===== src/rtl/prog_loader.sv =====
// Load-and-run controller: streams machine-code words into instruction memory,
// releases the core, counts run cycles until done. Optional watchdog: PROG_LOADER_WATCHDOG_EN.
module prog_loader #(
  parameter int D   = 12,
  parameter int W   = 9,
  parameter int TMO = 4096
) (
  input  logic         clk,
  input  logic         reset,
  input  logic         start,
  input  logic         ld_valid,
  input  logic [W-1:0] ld_data,
  input  logic         ld_last,
  output logic         ld_ready,
  output logic         im_wr_en,
  output logic [D-1:0] im_wr_addr,
  output logic [W-1:0] im_wr_data,
  output logic         core_reset,
  input  logic         core_done,
  output logic         busy,
  output logic         finished,
  output logic         overflow,
  output logic         timeout,
  output logic [15:0]  cycle_count
);

  typedef enum logic [2:0] {IDLE, LOAD, ARM, RUN, HALT} state_t;

`ifdef PROG_LOADER_WATCHDOG_EN
  localparam logic WD_EN = 1'b1;
`else
  localparam logic WD_EN = 1'b0;
`endif

  state_t       state;
  state_t       state_nx;
  logic [D-1:0] addr;
  logic [15:0]  cnt_inc;
  logic         accept;
  logic         at_top;
  logic         wd_fire;
  logic         sess_start;

  assign accept     = (state == LOAD) && ld_valid;
  assign at_top     = (addr == {D{1'b1}});
  assign sess_start = ((state == IDLE) || (state == HALT)) && start;
  assign cnt_inc    = (cycle_count == 16'hFFFF) ? cycle_count : cycle_count + 16'd1;
  // The watchdog trips on the RUN cycle that would bring the count up to TMO.
  assign wd_fire    = WD_EN && (state == RUN) && !core_done && (cnt_inc == 16'(TMO));

  // ld_ready is the only output decoded directly from state.
  assign ld_ready = (state == LOAD);

  always_ff @(posedge clk or posedge reset) begin
    if (reset) state <= IDLE;
    else       state <= state_nx;
  end

  // NOTE: every branch starts from a default so this block never infers a latch.
  always_comb begin
    state_nx = state;
    unique case (state)
      IDLE, HALT: if (start) state_nx = LOAD;
      LOAD: begin
        if (accept) begin
          if (ld_last)     state_nx = ARM;
          else if (at_top) state_nx = HALT;
        end
      end
      ARM:     state_nx = RUN;
      RUN:     if (core_done || wd_fire) state_nx = HALT;
      default: state_nx = IDLE;
    endcase
  end

  // NOTE: sequential state uses non-blocking assignments only, so every flop
  // samples pre-edge values regardless of statement order.
  always_ff @(posedge clk or posedge reset) begin
    if (reset) begin
      addr        <= '0;
      im_wr_en    <= 1'b0;
      im_wr_addr  <= '0;
      im_wr_data  <= '0;
      core_reset  <= 1'b1;
      busy        <= 1'b0;
      finished    <= 1'b0;
      overflow    <= 1'b0;
      timeout     <= 1'b0;
      cycle_count <= '0;
    end else begin
      im_wr_en   <= accept;
      busy       <= (state_nx == LOAD) || (state_nx == ARM) || (state_nx == RUN);
      // The core leaves reset one cycle after RUN is entered, so the final
      // write issued during ARM has committed before the core fetches.
      core_reset <= !((state == RUN) && (state_nx == RUN));

      if (sess_start) begin
        addr        <= '0;
        cycle_count <= '0;
        finished    <= 1'b0;
        overflow    <= 1'b0;
        timeout     <= 1'b0;
      end

      if (accept) begin
        im_wr_addr <= addr;
        im_wr_data <= ld_data;
        if (!at_top) addr <= addr + 1'b1;
        if (at_top && !ld_last) overflow <= 1'b1;
      end

      if (state == RUN) begin
        cycle_count <= cnt_inc;
        if (core_done)    finished <= 1'b1;
        else if (wd_fire) timeout  <= 1'b1;
      end
    end
  end

endmodule

===== config.mk =====
export PLATFORM = sky130hd
export DESIGN_NAME = prog_loader
export DESIGN_NICKNAME = d
export VERILOG_FILES = /design/src/rtl/prog_loader.sv
export SDC_FILE = /design/constraint.sdc
export NUM_CORES = 1
export LEC_CHECK = 0
export CAP_MARGIN = 20
export CORE_MARGIN = 4
export CORE_UTILIZATION = 23
export DETAILED_ROUTE_END_ITERATION = 16
export HOLD_SLACK_MARGIN = 0.05
export SYNTH_ARGS = -nofsm -noshare
export SYNTH_HDL_FRONTEND = slang
export SYNTH_SLANG_ARGS = --single-unit

===== constraint.sdc =====
create_clock -name clk -period 2.55 [get_ports clk]
set_input_delay 0.51 -clock clk [delete_from_list [all_inputs] [get_ports clk]]
set_output_delay 0.51 -clock clk [all_outputs]
set_load 0.02 [all_outputs]

==> results of run 1 <==
==> report_power, final <==
| part | switching (mW) | internal [mW] | leakage [nW] |
|---|---|---|---|
| registers | 0.136 | 1.07 | 0.766 |
| clock network | 0.415 | 0.774 | 0.148 |
| logic | 0.588 | 0.439 | 0.792 |
==> per-layer routing <==
metal | up-vias | GRT usage
met2 | 52 | 0.161
met3 | 4 | 0.0457
met4 | 0 | 0.0278
met5 | - | 0
li1 | 1170 | -
met1 | 1112 | 0.129
==> cells by family after synthesis <==
family | after synthesis
and+or+nand+nor | 150
muxes | 12
xor gates and xnor gates | 1
DFF | 57
other | 1
AOI/OAI and AO/OA | 52
adders and majority gates | 2
buffers and inverters | 24
==> sequential cells by signal (all words and copies together), names as in the netlist <==
register	flops
addr	12
busy	1
core_reset	1
cycle_count	16
finished	1
im_wr_addr	12
im_wr_data	9
im_wr_en	1
overflow	1
state	3
==> cells in the mapped netlist (all sizes together) (2+ instances only) <==
| cell | count |
|---|---|
| nand2 | 87 |
| dfrtp | 56 |
| o21ai | 15 |
| a21oi | 13 |
| mux2i | 12 |
| clkbuf | 11 |
| nand3 | 11 |
| inv | 9 |
| nand4 | 8 |
| or4 | 7 |
| nor2 | 6 |
| or2 | 5 |
| buf | 4 |
| nor3 | 4 |
| o31ai | 4 |
| or3 | 4 |
| and2 | 3 |
| and4 | 3 |
| nand3b | 3 |
| o2111ai | 3 |
| o211ai | 3 |
| a21boi | 2 |
| and3 | 2 |
| ha | 2 |
| nor3b | 2 |
| nor4 | 2 |
==> critical path: stages, from the launching register on <==
cell                             delay, ps
sky130_fd_sc_hd__dfrtp_2               470
sky130_fd_sc_hd__or3b_2                510
sky130_fd_sc_hd__inv_1                  60
sky130_fd_sc_hd__dlymetal6s2s_1        210
==> layout make-up <==
type,count,area (sq um)
Timing Repair Buffer,63,631
Inverter,9,33.8
Clock inverter,6,57.6
Sequential cell,57,1430
Fill cell,1216,7790
Multi-Input combinational cell,218,1250
Tap cell,143,179
Clock buffer,10,239
==> stage by stage <==
step                      cells  power, mW  hold WS (ps)   util
after floorplan             299       1.83           481      -
after global placement      490       2.25           462  0.303
after detailed placement    490       2.26           466  0.303
after CTS                   506       3.49           480  0.328
after global routing        506       3.65           503  0.329
final                       506       3.42           472  0.329
==> repair_timing <==
item                       4_1_cts  5_1_grt
hold endpoints to repair         0        0
gates resized for setup          0        2
setup endpoints to repair        0        1
==> worst paths after layout <==
kind                                start               to  slack (ps)  cells after the start
setup / recovery                 state[1]         ld_ready         470                      3
hold / removal              im_wr_addr[3]    im_wr_addr[3]         470                      2
setup reg to reg           cycle_count[0]  cycle_count[10]         580                      5
hold reg to reg             im_wr_addr[3]    im_wr_addr[3]         470                      2
max in group asynchronous           reset         state[1]        1440                      3
min in group asynchronous           reset  cycle_count[11]         530                      2
==> tab_implementation.tex, run 1 <==
\begin{tabular}{lr}
\hline
Metric & Value \\
\hline
\multicolumn{2}{l}{\textbf{Timing}} \\
Setup repair after global routing missed its margin & no \\
Worst max-slew margin expressed relative to the limit & 0.654 \\
Fmax achieved & 481 MHz \\
Min Clock Period, post-route & 2080 ps \\
Endpoints failing hold & 0 \\
Final max-slew violation count & 0 \\
Slew at the pin with the worst max-slew slack & 514 ps \\
Final worst-path cycle share & 0.815 \\
Post-route worst setup slack & approximately 470 ps \\
Setup violation total in the final timing report & 0 \\
Final-layout setup total negative slack & 0 ps \\
Worst Skew & 2.91 ps \\
\multicolumn{2}{l}{\textbf{Clock tree}} \\
Max H-tree Level & 3 \\
Num Clock Sinks & 57 \\
Total CTS buffers & 9 \\
Longest Clk Path Bufs & 2 \\
Root Buffer & sky130\_fd\_sc\_hd\_\_clkbuf\_16 \\
Clock transition time at the flip-flop clock pins of the worst setup and hold paths & 50 ps \\
Setup Buffers After CTS & 0 \\
Clock tree from TritonCTS & yes \\
Worst-skew pair later-pin latency & 320 ps \\
Number of buffers inserted for hold repair after clock tree synthesis & 0 \\
\multicolumn{2}{l}{\textbf{Setup path}} \\
Worst setup SP type & register \\
Maximum fanout encountered on the critical timing path & 10 \\
Critical path data arrival time & 1570 ps \\
Data required time at the worst endpoint & 2040 ps \\
Capturing element type of the critical path & primary output \\
Critical path type & register to primary output \\
\multicolumn{2}{l}{\textbf{Global route}} \\
Initial antenna violation count & 0 \\
Tot GR Track Use & 0.103 \\
Total grt overflow & 0 \\
Vias in the first global route & 2400 \\
Maximum number of pins on one net before global-route repair & 40 \\
First-pass GRT wire length & 11.9 mm \\
\multicolumn{2}{l}{\textbf{Route}} \\
Remaining design rule violation count & 0 \\
Number of iterations in the first detailed-routing pass & 4 \\
Met1 Wirelength & 3.26 mm \\
Vias post-DR & 2338 \\
Detailed-routed wire length on met3 & 366 microns \\
DRT antenna net count & 0 \\
Initial DRC count & 106 \\
Vias/cell & 4.62 \\
WL/cell & 13.6 microns \\
Top routing layer in use & met4 \\
Met2 wire length & 3.20 mm \\
Post-Route WL & 6.87 mm \\
\multicolumn{2}{l}{\textbf{Outcome}} \\
Status & complete, no violations \\
\multicolumn{2}{l}{\textbf{Hold path}} \\
Class of the most critical hold timing path & register to register \\
\multicolumn{2}{l}{\textbf{Flow run}} \\
Max-capacitance violation count & 0 \\
\multicolumn{2}{l}{\textbf{Yosys}} \\
Compound-gate portion of the synthesized area & 0.127 \\
Ys async rst share & 1.00 \\
Main combinational cell family by area after synthesis & simple AND/OR/NAND/NOR gates \\
Library cells used by synthesis & 49 \\
Number of instances in the synthesized netlist & 299 \\
Synthesized area divided by synthesized cell count & 9.32 sq um \\
Area fraction of the dominant cell type after synthesis & 0.503 \\
Area share of xor/xnor cells in the synthesized design & 0.00314 \\
Post-synth top area cell & sky130\_fd\_sc\_hd\_\_dfrtp\_1 \\
Number of storage elements in the synthesis netlist & 57 \\
Mapped Nets & 316 \\
Top cells by area, synth & sky130\_fd\_sc\_hd\_\_dfrtp\_1 50\%, sky130\_fd\_sc\_hd\_\_nand2\_1 12\%, sky130\_fd\_sc\_hd\_\_mux2i\_1 4.3\% \\
Share of synthesized area occupied by flip-flops and latches & 0.512 \\
Most used flip-flop cell after synthesis & sky130\_fd\_sc\_hd\_\_dfrtp\_1 \\
Number of enable flip-flop cells after synthesis & 0 \\
Area share of and/or/nand/nor cells after synthesis & 0.265 \\
Mux cell area share after synthesis & 0.0431 \\
Synth Area in Adders & 0.00898 \\
Post-synthesis instance area & 2790 sq um \\
Yosys synthesis warning count & 0 \\
\multicolumn{2}{l}{\textbf{Floorplan}} \\
Chip width & approximately 120 microns \\
Die extent in y & 118 microns \\
Initial standard-cell utilization of the core & 0.240 \\
FP Rows & 39 \\
Top-level I/O count & roughly 60 \\
Die ar. & approximately 14000 sq um \\
Core area & 11600 sq um \\
\multicolumn{2}{l}{\textbf{Finish}} \\
Ratio of cells with drive above 1 in the final layout & 0.105 \\
Final standard cell area without fillers & approximately 3800 sq um \\
Highest-count cells in the layout ignoring fill and taps & 86 x sky130\_fd\_sc\_hd\_\_nand2\_1, 56 x sky130\_fd\_sc\_hd\_\_clkdlybuf4s50\_1, 55 x sky130\_fd\_sc\_hd\_\_dfrtp\_1, 15 x sky130\_fd\_sc\_hd\_\_o21ai\_0, 13 x sky130\_fd\_sc\_hd\_\_a21oi\_1 \\
Leading cell type in the layout, fill and taps excluded & sky130\_fd\_sc\_hd\_\_nand2\_1 \\
Final nets & roughly 380 \\
N\_diodes & 0 \\
Area growth from synthesis to layout & 37.0\% \\
\multicolumn{2}{l}{\textbf{Placed design}} \\
IO buf count & 57 \\
Post-Place Setup Slack & 339 ps \\
Global placer's final weighted congestion & 0.770 \\
Detailed-placement wirelength estimate & 4.75 mm \\
Placement-stage cell area & 3520 sq um \\
\multicolumn{2}{l}{\textbf{Power}} \\
Static Leakage & 1.71 nW \\
Pwr dens & between 800 and 900 nW/um\^{}2 \\
Maximum vdd ir drop & 0.000450 V \\
\hline
\end{tabular}
Note: power is estimated with default switching activity, not from simulation.
==> run 2, diff against run 1 <==
==> constraint.sdc (replaced) <==
create_clock -name clk -period 1.8 [get_ports clk]
set_input_delay 0.36 -clock clk [delete_from_list [all_inputs] [get_ports clk]]
set_output_delay 0.36 -clock clk [all_outputs]
set_load 0.02 [all_outputs]
==> tab_implementation.tex, run 2 (synthesized netlist as in run 1, its figures left out) <==
\begin{tabular}{lr}
\hline
Metric & Value \\
\hline
\multicolumn{2}{l}{\textbf{Placed design}} \\
IO buf count & 57 (unchanged) \\
Placement-stage cell area & 3760 sq um (was 3520 sq um) \\
Detailed-placement wirelength estimate & 5.19 mm (was 4.75 mm) \\
Global placer's final weighted congestion & 0.816 (was 0.770) \\
\multicolumn{2}{l}{\textbf{Setup path}} \\
Worst setup SP type & register (unchanged) \\
Critical path data arrival time & 2020 ps (was 1570 ps) \\
Data required time at the worst endpoint & 2040 ps (about the same) \\
Capturing element type of the critical path & register (was primary output) \\
Maximum fanout encountered on the critical timing path & 7 (was 10) \\
Reg2Reg Launch Point & state[2] (was cycle\_count[0]) \\
Critical path type & register to register (was register to primary output) \\
Launching element of the worst setup path & state[2] (was state[1]) \\
\multicolumn{2}{l}{\textbf{Finish}} \\
N\_diodes & 0 (unchanged) \\
Area growth from synthesis to layout & 47.1\% (was 37.0\%) \\
Ratio of cells with drive above 1 in the final layout & 0.181 (was 0.105) \\
Final nets & 404 (was 375) \\
Leading cell type in the layout, fill and taps excluded & sky130\_fd\_sc\_hd\_\_nand2\_1 (unchanged) \\
Final standard cell area without fillers & 4100 sq um (was 3820 sq um) \\
Largest registers & cycle\_count: 16 flops, addr: 12 flops, im\_wr\_addr: 12 flops (unchanged) \\
Highest-count cells in the layout ignoring fill and taps & 86 x sky130\_fd\_sc\_hd\_\_nand2\_1, 54 x sky130\_fd\_sc\_hd\_\_dfrtp\_1, 45 x sky130\_fd\_sc\_hd\_\_clkdlybuf4s50\_1, 32 x sky130\_fd\_sc\_hd\_\_buf\_4, 15 x sky130\_fd\_sc\_hd\_\_o21ai\_0 (was 86 x sky130\_fd\_sc\_hd\_\_nand2\_1, 56 x sky130\_fd\_sc\_hd\_\_clkdlybuf4s50\_1, 55 x sky130\_fd\_sc\_hd\_\_dfrtp\_1, 15 x sky130\_fd\_sc\_hd\_\_o21ai\_0, 13 x sky130\_fd\_sc\_hd\_\_a21oi\_1) \\
Max reg flops & 16 (unchanged) \\
Core occupancy in the finished layout & 0.353 (was 0.329) \\
Top reg by flops & cycle\_count (unchanged) \\
\multicolumn{2}{l}{\textbf{Floorplan}} \\
Top-level I/O count & 59 (unchanged) \\
Initial standard-cell utilization of the core & 0.240 (unchanged) \\
FP Rows & 39 (unchanged) \\
Chip width & 118 microns (unchanged) \\
Die ar. & 13900 sq um (unchanged) \\
Die extent in y & 118 microns (unchanged) \\
Core area & 11600 sq um (unchanged) \\
\multicolumn{2}{l}{\textbf{Timing}} \\
Endpoints failing hold & 0 (unchanged) \\
Final worst-path cycle share & 0.989 \\
Setup repair after global routing missed its margin & yes (was no) \\
Min Clock Period, post-route & between 1500 and 2000 ps \\
Setup violation total in the final timing report & 0 (unchanged) \\
Final-layout setup total negative slack & 0 ps (unchanged) \\
Fmax achieved & 562 MHz \\
Final max-slew violation count & 0 (unchanged) \\
Worst Skew & 8.32 ps (was 2.91 ps) \\
\multicolumn{2}{l}{\textbf{Power}} \\
Cell Int Power & 3.41 mW (was 2.28 mW) \\
Seq pwr share & 0.325 (was 0.353) \\
Clock share of power & 0.332 (was 0.347) \\
Portion of total power attributed to combinational logic & 0.343 (was 0.300) \\
Pwr dens & 1240 nW/um\^{}2 (was 897 nW/um\^{}2) \\
Switching power share of the total & 0.329 (was 0.333) \\
NetSw & 1.68 mW (was 1.14 mW) \\
Static Leakage & 1.95 nW (was 1.71 nW) \\
Maximum vdd ir drop & 0.000565 V (was 0.000450 V) \\
\multicolumn{2}{l}{\textbf{Global route}} \\
Tot GR Track Use & 0.108 (was 0.103) \\
First-pass GRT wire length & 12.4 mm (was 11.9 mm) \\
Maximum number of pins on one net before global-route repair & 58 (was 40) \\
Initial antenna violation count & 0 (unchanged) \\
Vias in the first global route & 2620 (was 2400) \\
Total grt overflow & 0 (unchanged) \\
\multicolumn{2}{l}{\textbf{Route}} \\
Number of iterations in the first detailed-routing pass & 4 (unchanged) \\
DRT antenna net count & 0 (unchanged) \\
WL/cell & 13.5 microns (was 13.6 microns) \\
Post-Route WL & 7.20 mm (was 6.87 mm) \\
Remaining design rule violation count & 0 (unchanged) \\
Vias post-DR & 2490 (was 2338) \\
Vias/cell & 4.65 (was 4.62) \\
Initial DRC count & 118 (was 106) \\
\multicolumn{2}{l}{\textbf{Clock tree}} \\
Clock transition time at the flip-flop clock pins of the worst setup and hold paths & 60 ps (was 50 ps) \\
Num Clock Sinks & 57 (unchanged) \\
Max H-tree Level & 3 (unchanged) \\
Clock tree from TritonCTS & yes (unchanged) \\
Worst-skew pair later-pin latency & 320 ps (about the same) \\
Total CTS buffers & 9 (unchanged) \\
Root Buffer & sky130\_fd\_sc\_hd\_\_clkbuf\_16 (unchanged) \\
Longest Clk Path Bufs & 2 (unchanged) \\
\multicolumn{2}{l}{\textbf{Flow run}} \\
Max-capacitance violation count & 0 (unchanged) \\
\multicolumn{2}{l}{\textbf{Hold path}} \\
Class of the most critical hold timing path & input port to async pin (was register to register) \\
\multicolumn{2}{l}{\textbf{Outcome}} \\
Status & complete, no violations (unchanged) \\
\hline
\end{tabular}
run 2: changes by cell type in the layout (fill, tap and decap cells not counted), moves of 4 or more:
cell	before	now
sky130_fd_sc_hd__buf_4	5	32
sky130_fd_sc_hd__clkdlybuf4s50_1	56	45
sky130_fd_sc_hd__dlygate4sd2_1	0	6
sky130_fd_sc_hd__dlymetal6s2s_1	1	5
run 2: final timing paths:
kind,to,slack (ps),cells after the start
max in group asynchronous,core_reset,1040,3
max reg2reg,cycle_count[8],20,5
min in group clk,im_wr_addr[10],470,2
min reg2reg,im_wr_addr[10],470,2
max,cycle_count[8],20,5
min,cycle_count[3],470,3
run 2: power by group through the flow:
stage	clock network [mW]	logic, mW	registers [mW]
3_3_place_gp	0	1.77	1.67
3_5_place_dp	0	1.79	1.67
2_1_floorplan	0	0.700	1.91
5_1_grt	1.81	1.94	1.68
4_1_cts	1.74	1.76	1.66
6_report	1.69	1.74	1.66
run 2: per-stage QoR:
step                      hold WS [ps]  std cells  worst slack (ps)  power [mW]
after floorplan                    446        299              15.9        2.60
after global placement             460        518              -156        3.43
after detailed placement           462        518              -200        3.45
after CTS                          480        535              2.58        5.16
after global routing               506        535             -36.3        5.43
final                              473        535              19.4        5.09
run 2: critical path, cell delays in order, from the launching register on:
cell and delay (ps):
sky130_fd_sc_hd__dfrtp_1 390, sky130_fd_sc_hd__buf_6 140, sky130_fd_sc_hd__nand3b_4 160, sky130_fd_sc_hd__or4_4 540
sky130_fd_sc_hd__or3_1 360, sky130_fd_sc_hd__a21oi_1 120
run 2: cell type report:
type                    instances  area, sq um
repair buffers                 92          868
inverters                       9         37.5
well taps                     143          179
fillers                      1191         7510
clock buffers                  11          243
multi-input cells             218         1290
flip-flops and latches         57         1430
clock inverters                 5         55.1
run 2: per-layer routing:
metal / part of all wire / up-vias / wire length, microns / global-route usage
met5: 0 / - / 0 / 0
met4: 0.010 / 0 / 74 / 0.0359
met3: 0.062 / 7 / 448 / 0.0442
met2: 0.48 / 66 / 3480 / 0.182
met1: 0.44 / 1187 / 3190 / 0.124
li1: - / 1230 / - / -
run 2: what timing repair did:
item / 4_1_cts / 5_1_grt
hold endpoints to repair: 0 / 0
hold buffers: 0 / 0
setup endpoints to repair: 9 / 16
setup buffers: 1 / 0
resized for setup: 11 / 12
pin swaps: 2 / 0
==> run 3, diff against run 2 <==
--- a/config.mk
+++ b/config.mk
@@ -10,6 +10,7 @@
 export CORE_UTILIZATION = 23
 export DETAILED_ROUTE_END_ITERATION = 16
 export HOLD_SLACK_MARGIN = 0.05
+export SLEW_MARGIN = 20
 export SYNTH_ARGS = -nofsm -noshare
 export SYNTH_HDL_FRONTEND = slang
 export SYNTH_SLANG_ARGS = --single-unit
==> results of run 3 <==
Final layout, timing and power as in run 2 (identical DEF).
